==> src/rtl/ext_mem_arbiter_pkg.sv <==
// Shared types and constants for the external-memory arbiter and its round-robin helper.
package ext_mem_arbiter_pkg;

    localparam int unsigned CNT_W    = 4;
    localparam int unsigned WAIT_MIN = 1;
    localparam int unsigned WAIT_MAX = 15;

    typedef enum logic [1:0] {
        StIdle   = 2'd0,
        StAccess = 2'd1,
        StDone   = 2'd2
    } state_e;

    typedef enum logic {
        GntI = 1'b0,
        GntD = 1'b1
    } grant_e;

    function automatic bit wait_cycles_ok(int unsigned w);
        return (w >= WAIT_MIN) && (w <= WAIT_MAX);
    endfunction

endpackage

==> src/rtl/ext_mem_arbiter_rr_arbiter_2.sv <==
// Two-requester round-robin arbiter: one-hot grant (bit 0 = fetch, bit 1 = data) plus valid.
module rr_arbiter_2
    import ext_mem_arbiter_pkg::*;
(
    input  logic       i_req_i,
    input  logic       i_req_d,
    input  grant_e     i_last_grant,
    output logic [1:0] o_grant,
    output logic       o_valid
);

    always_comb begin
        o_grant = 2'b00;
        if (i_req_i && i_req_d) begin
            // Tie goes to whichever port was not served last.
            o_grant = (i_last_grant == GntD) ? 2'b01 : 2'b10;
        end else if (i_req_i) begin
            o_grant = 2'b01;
        end else if (i_req_d) begin
            o_grant = 2'b10;
        end
    end

    assign o_valid = i_req_i | i_req_d;

endmodule

==> src/rtl/ext_mem_arbiter.sv <==
// Shares one single-port external memory between the fetch port and the data port,
// holding the memory pins for WAIT_CYCLES cycles per access and pulsing ready once.
module ext_mem_arbiter
    import ext_mem_arbiter_pkg::*;
#(
    parameter int unsigned  MEM_WIDTH   = 32,
    parameter int unsigned  MEM_SIZE    = 256,
    parameter int unsigned  WAIT_CYCLES = 2,
    localparam int unsigned ADDR_W      = $clog2(MEM_SIZE)
) (
    input  logic                 clk,
    input  logic                 reset,
    input  logic                 i_req,
    input  logic [ADDR_W-1:0]    i_addr,
    output logic                 i_ready,
    output logic [MEM_WIDTH-1:0] i_rdata,
    input  logic                 d_req,
    input  logic                 d_we,
    input  logic [ADDR_W-1:0]    d_addr,
    input  logic [MEM_WIDTH-1:0] d_wdata,
    output logic                 d_ready,
    output logic [MEM_WIDTH-1:0] d_rdata,
    output logic [ADDR_W-1:0]    mem_addr,
    output logic                 mem_read_en,
    output logic                 mem_write_en,
    output logic [MEM_WIDTH-1:0] mem_write_val,
    input  logic [MEM_WIDTH-1:0] mem_read_val,
    output logic                 busy
);

    if (!wait_cycles_ok(WAIT_CYCLES)) begin : g_bad_wait_cycles
        $error("WAIT_CYCLES must lie in 1..15");
    end

    state_e               r_state;
    grant_e               r_last_grant;
    grant_e               r_gnt;
    logic [CNT_W-1:0]     r_cnt;
    logic [ADDR_W-1:0]    r_addr;
    logic                 r_we;
    logic [MEM_WIDTH-1:0] r_wdata;
    logic                 r_i_ready;
    logic                 r_d_ready;
    logic [MEM_WIDTH-1:0] r_i_rdata;
    logic [MEM_WIDTH-1:0] r_d_rdata;
    logic                 r_rd_en;
    logic                 r_wr_en;
    logic                 r_busy;

    logic [1:0] w_grant;
    logic       w_gnt_valid;
    logic       w_gnt_d;
    logic       w_gnt_we;

    rr_arbiter_2 u_rr_arbiter_2 (
        .i_req_i      (i_req),
        .i_req_d      (d_req),
        .i_last_grant (r_last_grant),
        .o_grant      (w_grant),
        .o_valid      (w_gnt_valid)
    );

    assign w_gnt_d  = (w_grant == 2'b10);
    assign w_gnt_we = w_gnt_d & d_we;

    always_ff @(posedge clk) begin
        if (reset) begin
            r_state      <= StIdle;
            r_last_grant <= GntD;
            r_gnt        <= GntI;
            r_cnt        <= '0;
            r_addr       <= '0;
            r_we         <= 1'b0;
            r_wdata      <= '0;
            r_i_ready    <= 1'b0;
            r_d_ready    <= 1'b0;
            r_i_rdata    <= '0;
            r_d_rdata    <= '0;
            r_rd_en      <= 1'b0;
            r_wr_en      <= 1'b0;
            r_busy       <= 1'b0;
        end else begin
            r_i_ready <= 1'b0;
            r_d_ready <= 1'b0;
            case (r_state)
                StIdle: begin
                    if (w_gnt_valid) begin
                        r_gnt        <= w_gnt_d ? GntD : GntI;
                        r_last_grant <= w_gnt_d ? GntD : GntI;
                        r_addr       <= w_gnt_d ? d_addr : i_addr;
                        r_we         <= w_gnt_we;
                        r_wdata      <= w_gnt_d ? d_wdata : '0;
                        r_cnt        <= CNT_W'(WAIT_CYCLES - 1);
                        r_rd_en      <= ~w_gnt_we;
                        r_wr_en      <= w_gnt_we;
                        r_busy       <= 1'b1;
                        r_state      <= StAccess;
                    end
                end
                StAccess: begin
                    if (r_cnt == '0) begin
                        // Last held cycle: memory output is valid, capture it for reads.
                        if (!r_we) begin
                            if (r_gnt == GntI) r_i_rdata <= mem_read_val;
                            else               r_d_rdata <= mem_read_val;
                        end
                        r_rd_en   <= 1'b0;
                        r_wr_en   <= 1'b0;
                        r_i_ready <= (r_gnt == GntI);
                        r_d_ready <= (r_gnt == GntD);
                        r_state   <= StDone;
                    end else begin
                        r_cnt <= r_cnt - 1'b1;
                    end
                end
                StDone: begin
                    r_busy  <= 1'b0;
                    r_state <= StIdle;
                end
                default: r_state <= StIdle;
            endcase
        end
    end

    assign i_ready       = r_i_ready;
    assign d_ready       = r_d_ready;
    assign i_rdata       = r_i_rdata;
    assign d_rdata       = r_d_rdata;
    assign mem_addr      = r_addr;
    assign mem_write_val = r_wdata;
    assign mem_read_en   = r_rd_en;
    assign mem_write_en  = r_wr_en;
    assign busy          = r_busy;

endmodule

==> config.mk <==
export PLATFORM = sky130hd
export DESIGN_NAME = ext_mem_arbiter
export DESIGN_NICKNAME = d
export VERILOG_FILES = /design/src/rtl/ext_mem_arbiter_pkg.sv /design/src/rtl/ext_mem_arbiter_rr_arbiter_2.sv /design/src/rtl/ext_mem_arbiter.sv
export SDC_FILE = /design/constraint.sdc
export NUM_CORES = 1
export LEC_CHECK = 0
export CORE_ASPECT_RATIO = 1.5
export CORE_MARGIN = 10
export CORE_UTILIZATION = 31
export DETAILED_ROUTE_END_ITERATION = 8
export SKIP_LAST_GASP = 1
export SLEW_MARGIN = 20
export SYNTH_ARGS = -nofsm -noshare
export SYNTH_HDL_FRONTEND = slang
export SYNTH_SLANG_ARGS = --single-unit
==> constraint.sdc <==
create_clock -name clk -period 1.7 [get_ports clk]
set_input_delay 0.34 -clock clk [delete_from_list [all_inputs] [get_ports clk]]
set_output_delay 0.34 -clock clk [all_outputs]
set_load 0.1 [all_outputs]
==> out/results.tsv, run 1 <==
metric	value	unit
Critical Path Sink Type	register	
multi-input combinational cell area	1770	µm²
register bit total from synthesis	118	
CTS HTree Levels	4	
commonest non-fill, non-tap cell in the layout	dfxtp_1	
worst hold stages	2	
clk root buf	clkbuf_16	
CTS Buffer Depth	2	
post-route cell area	8300	µm²
Final #Nets	730	
Setup TNS	0	ns
# setup viols final	0	
Yosys top cell by area	dfxtp_1	
synth top area cells	dfxtp_1, a21oi_1, nand3_1	
gr ovfl total	0	
min-delay worst type	input pin to register	
minimum clock period	1.61	ns
number of max-cap violations	0	
routed vias/inst	5.22	
status	finished, final reports clean	
first-pass GRT wire length	23.6	mm
post-synth top area share	0.545	
RSZ-0062 raised after global routing	true	
First DRT Iteration DRCs	165	
most frequent cells in the layout	dfxtp_1, buf_12, clkdlybuf4s50_1	
Data required, critical path	1.98	ns
port buffer count	193	
reg2reg end	d_rdata[23]$_SDFFE_PP0P_	
CP Launch Type	register	
peak fanout along the critical path	32	
Initial Util	0.319	
critical-path cell with the highest stage delay	or3b_4	
n_diodes	0	
share of cells above drive strength 1	0.261	
Die Y	165	µm
Total Routing Usage GR	0.155	
Avg Cell Area, Syn	9.51	µm²
Max rail drop VDD	0.000666	V
Routed WL per cell	19.0	µm
post-synthesis cell type count	42	
Leak	3.09	nW
pin count of the biggest net entering global routing	65	
initial antenna violation count	0	
Clk pin slew, worst setup/hold paths	0.05	ns
die area	19200	µm²
Synthesis Warnings	0	
routability cong.	0.755	
vias in the first global route	4326	
CTS buffer count	17	
Worst Hold End	r_state[1]$_SDFFE_PP0P_	
hold_ws	0.282	ns
fin. max-slew vios	0	
WL final	15.5	mm
setup slack, reg-to-reg	0.09	ns
Pre-antenna DRT Iters	5	
R2R cell count	6	
final clock skew	0.00574	ns
cell area after synthesis	4340	µm²
syn nets	543	
chip width	117	µm
Hold Startpoint	reset	
CTS sink cnt	118	
# DRC	0	
worst path cell trace	inv_1 -> ha_1 -> or3b_4 -> clkbuf_16 -> o21ai_0 -> a21oi_1	
FILL cells	1081	
cell family with most CP delay	simple AND/OR/NAND/NOR gates	
Antenna Nets Post-Route	0	
sequential share of the synthesized area	0.545	
Power Dens Cells	1210	nW/µm²
DR vias	4267	
Synth-to-Final Area Change	91.4	%
slew at the pin with the worst max-slew slack	0.455	ns
Crit path buffers/inverters	2	
Rows	52	
Max-slew headroom	0.697	
slowest stage delay, CP	0.42	ns
Sequential Area	2360	µm²
period utilisation layout	0.950	
Cells after Synth	456	
Core ar.	13600	µm²
CTS tree	yes	
hold_buf cts	0	
Critical R2R Launch	r_cnt[1]$_SDFFE_PP0P_	
Fin. Hold Viols	0	
fmax	0.619	GHz
kind of critical path	register to register	
dpl cell area	7590	µm²
post-DP HPWL	11.2	mm
Clock Latency Late Sink	0.40	ns
Arr. time, crit path	1.90	ns
Ports	194	
where the power goes:
group	internal [mW]	switching (mW)	total, mW	leakage [nW]
registers	2.94	0.182	3.13	0.960
clock network	2.80	1.25	4.05	0.325
logic	1.06	1.81	2.87	1.81
total	6.81	3.24	10.0	3.09
final cells by class:
class | instances | area share
timing repair buffer | 212 | 0.393
sequential | 118 | 0.284
multi-input combinational | 288 | 0.213
clock buffer | 22 | 0.0595
tap | 162 | 0.0244
clock inverter | 10 | 0.0229
inverter | 6 | 0.00271
synthesized netlist by cell type (all sizes together):
master,n
dfxtp,118
a21oi,69
o21ai,67
nand3,65
a22o,33
buf,25
clkbuf,19
mux2i,8
o2bb2ai,8
inv,6
nand2,4
a21boi,3
nor2,3
nor3,3
a32o,2
and3,2
ha,2
nor3b,2
or2,2
a21o,1
a31o,1
a31oi,1
and4bb,1
nand2b,1
nand4,1
nand4bb,1
nor2b,1
nor4b,1
o221ai,1
o31ai,1
or3,1
or3b,1
or4,1
or4b,1
repair_timing:
item	4_1_cts	5_1_grt
setup buffers	0	0
cloned	0	1
setup endpoints to repair	4	57
resized for setup	0	17
through the flow:
| step | setup slack [ns] | power (mW) | utilization | std cells |
|---|---|---|---|---|
| global route | -0.00471 | 10.4 | 0.611 | 818 |
| floorplan | 0.0822 | 4.80 | - | 456 |
| detailed placement | -0.0706 | 6.01 | 0.558 | 785 |
| global placement | -0.0140 | 5.97 | 0.558 | 785 |
| finish | 0.0854 | 10.0 | 0.611 | 818 |
| CTS | -0.00776 | 10.1 | 0.608 | 817 |
sequential cells by signal (all words and copies together) (netlist names):
| register | cells |
|---|---|
| mem_addr | 8 |
| r_we | 1 |
| mem_write_en | 1 |
| d_rdata | 32 |
| i_ready | 1 |
| r_cnt | 4 |
| d_ready | 1 |
| r_state | 2 |
| busy | 1 |
| r_gnt | 1 |
| mem_read_en | 1 |
| i_rdata | 32 |
| mem_write_val | 32 |
| r_last_grant | 1 |
layer usage:
metal  global-route usage  wire length, µm
met5                    0                0
met2                0.266             7930
met3               0.0773             1720
met1                0.160             5640
met4               0.0541              239
worst max-delay path by stage:
stage,startpoint,endpoint,slack [ns],depth (start not counted)
finish,r_cnt[1]$_SDFFE_PP0P_,d_rdata[23]$_SDFFE_PP0P_,0.09,6
global route,r_cnt[0]$_SDFFE_PP0P_,i_rdata[20]$_SDFFE_PP0P_,-0.005,6
CTS,r_cnt[1]$_SDFFE_PP0P_,d_rdata[7]$_SDFFE_PP0P_,-0.008,6
detailed placement,d_req,mem_write_val[16]$_SDFFE_PP0P_,-0.07,5
global placement,d_req,mem_write_val[23]$_SDFFE_PP0P_,-0.01,5
floorplan,r_cnt[0]$_SDFFE_PP0P_,i_rdata[10]$_SDFFE_PP0P_,0.08,7
logic make-up after synthesis:
kind of cell,Yosys count,synth area share
compound gates,187,0.261
fa+ha+maj,2,0.00577
buf+inv,50,0.0531
flops,118,0.545
mux,8,0.0185
simple gates,91,0.117
Power figures use the tool's default switching activity.
==> run 2, diff against run 1 <==
CTS_CLUSTER_DIAMETER = 30   (was default)
==> results of run 2 <==
The final DEF is identical to that of run 1; final timing and power are the same.
==> run 3, diff against run 2 <==
ABC_CLOCK_PERIOD_IN_PS = 1700   (was default)
CORE_ASPECT_RATIO = 1.25   (was 1.5)
==> run 3 against run 2 <==
Net effect:
- cell area is 0.39% lower
- critical path depth stayed put
- sequential share of layout area is 0.11 points higher
==> out/results.tsv, run 3 (synthesis results as in run 1) <==
metric	value	unit	change
status	finished, final reports clean		
FILL cells	1148		+6.2%
Critical R2R Launch	r_cnt[1]$_SDFFE_PP0P_		
Placement Setup Slack	-0.0775	ns	-0.00692 ns
period utilisation layout	0.968		+0.0183
WL final	15.5	mm	-0.38%
Core ar.	13800	µm²	+1.1%
CP Launch Type	register		
CTS HTree Levels	4		unchanged
vias in the first global route	4416		+2.1%
Fin. Hold Viols	0		unchanged
Clk pin slew, worst setup/hold paths	0.06	ns	about the same
Antenna Nets Post-Route	0		unchanged
CTS buffer count	17		unchanged
peak fanout along the critical path	27		-16%
worst path cell trace	inv_1 -> ha_1 -> or3b_4 -> buf_12 -> o21ai_0 -> a21oi_1		
WL met1	6.12	mm	+8.5%
PnR worst setup slack	0.0543	ns	-0.0311 ns
fmax	0.608	GHz	-1.9%
Sequential Area	2360	µm²	unchanged
Total Routing Usage GR	0.152		-0.00292
hold_ws	0.284	ns	+0.00205 ns
Arr. time, crit path	1.92	ns	+0.02 ns
commonest non-fill, non-tap cell in the layout	dfxtp_1		
Pint	6.14	mW	-9.8%
routed vias/inst	5.08		-2.6%
slowest stage delay, CP	0.45	ns	+0.03 ns
slew at the pin with the worst max-slew slack	0.472	ns	+0.0170 ns
post-DP HPWL	10.9	mm	-2.6%
Sw Share	0.352		+0.0294
CTS sink cnt	118		unchanged
critical-path cell with the highest stage delay	or3b_4		
kind of critical path	register to register		
fin. max-slew vios	0		unchanged
chip width	126	µm	+7.9%
n_diodes	0		unchanged
Pre-antenna DRT Iters	4		-1
top sig layer	met4		
Power Dens Cells	1150	nW/µm²	-5.3%
port buffer count	193		unchanged
clk root buf	clkbuf_16		
setup slack, reg-to-reg	0.05	ns	-0.03 ns
Die Y	152	µm	-7.7%
min-delay worst type	input pin to register		
# DRC	0		unchanged
pin count of the biggest net entering global routing	72		+11%
DR vias	4248		-0.45%
Clock Latency Late Sink	0.41	ns	about the same
Hold Startpoint	reset		
final clock skew	0.00755	ns	+0.00181 ns
R2R cell count	6		unchanged
Final #Nets	735		+0.68%
Max-slew headroom	0.685		-0.0113
Ports	194		unchanged
Clk pwr share	0.362		-0.041
Routed WL per cell	18.5	µm	-2.5%
Initial Util	0.315		-0.00360
RSZ-0062 raised after global routing	true		
first-pass GRT wire length	23.9	mm	+0.93%
CTS Buffer Depth	2		unchanged
most frequent cells in the layout	dfxtp_1, buf_12, clkdlybuf4s50_1		
total power	9.47	mW	-5.7%
Leak	3.08	nW	-0.42%
minimum clock period	1.65	ns	+0.0311 ns
worst hold stages	3		+1
Data required, critical path	1.98	ns	about the same
First DRT Iteration DRCs	208		+26%
gr ovfl total	0		unchanged
NetSw	3.33	mW	+2.9%
Sequential Power Share	0.330		+0.019
CTS tree	yes		
die area	19200	µm²	-0.35%
Max rail drop VDD	0.000450	V	-32%
CP Launch Point	r_cnt[1]$_SDFFE_PP0P_		
initial antenna violation count	0		unchanged
share of cells above drive strength 1	0.266		+0.00559
# setup viols final	0		unchanged
Synth-to-Final Area Change	90.7	%	
reg2reg end	d_rdata[19]$_SDFFE_PP0P_		
Critical Path Sink Type	register		
multi-input combinational cell area	1770	µm²	unchanged
wire length on met3	1.48	mm	-14%
routability cong.	0.747		-0.99%
Worst Hold End	r_last_grant$_SDFFE_PP1P_		
hold_buf cts	0		unchanged
Rows	48		-7.7%
combinational share of power	0.309		+0.023
DR WL met2	7.69	mm	-3.1%
number of max-cap violations	0		unchanged
-- run 3: cell types whose count changed in the layout (fill, tap and decap cells not counted) --
cell | before | now
o21ai_0 | 22 | 33
clkbuf_16 | 18 | 19
inv_6 | 1 | 3
bufinv_16 | 5 | 1
clkbuf_8 | 5 | 2
buf_4 | 11 | 14
o21ai_1 | 45 | 34
buf_6 | 0 | 1
clkinv_2 | 0 | 2
clkinv_4 | 1 | 4
-- run 3: worst max path at each step --
| stage | end | cells past startpoint |
|---|---|---|
| after detailed placement | mem_write_val[17]$_SDFFE_PP0P_ | 5 |
| after CTS | d_rdata[19]$_SDFFE_PP0P_ | 6 |
| after global placement | mem_write_val[17]$_SDFFE_PP0P_ | 5 |
| after global routing | d_rdata[4]$_SDFFE_PP0P_ | 6 |
| final | d_rdata[19]$_SDFFE_PP0P_ | 6 |
| after floorplan | i_rdata[10]$_SDFFE_PP0P_ | 7 |
-- run 3: stage by stage --
stage / utilization / cells / setup TNS [ns] / instance area, µm²
final: 0.601 / 836 / 0 / 8270
after global routing: 0.601 / 836 / -0.883 / 8270
after CTS: 0.598 / 833 / 0 / 8220
after detailed placement: 0.555 / 801 / -1.86 / 7640
after global placement: 0.555 / 801 / -0.504 / 7640
after floorplan: - / 456 / 0 / 4340
-- run 3: metal layers --
layer  vias up  GRT usage
met5         -          0
met4         0     0.0467
met3        17     0.0721
met2       167      0.251
met1      1998      0.171
li1       2066          -
-- run 3: power by group through the flow --
| stage | logic, mW | clock network (mW) | registers [mW] |
|---|---|---|---|
| 3_3_place_gp | 2.81 | 0 | 3.17 |
| 3_5_place_dp | 2.85 | 0 | 3.18 |
| 4_1_cts | 2.86 | 3.52 | 3.12 |
| 6_report | 2.92 | 3.43 | 3.12 |
| 2_1_floorplan | 0.624 | 0 | 4.18 |
| 5_1_grt | 3.06 | 3.64 | 3.14 |
-- run 3: worst max-delay path: cells and delay by family (launching register included) --
| kind | cells | cell delay (ns) |
|---|---|---|
| AND/OR/NAND/NOR | 1 | 0.45 |
| flip-flops | 1 | 0.31 |
| AO/OA/AOI/OAI | 2 | 0.31 |
| buffers and inverters | 2 | 0.27 |
| adder cells (fa/ha/maj) | 1 | 0.17 |
-- run 3: area by class of cell --
class                      count  area share
inverter                       6     0.00272
timing repair buffer         217       0.402
clock inverter                13      0.0150
tap                          175      0.0265
clock buffer                  19      0.0548
sequential                   118       0.286
multi-input combinational    288       0.214
-- run 3: timing repair --
action                                  in CTS  in global routing
endpoints found under the setup margin      26                 50
cloned                                       0                  2
resized for setup                            2                  5
setup buffers                                0                  1
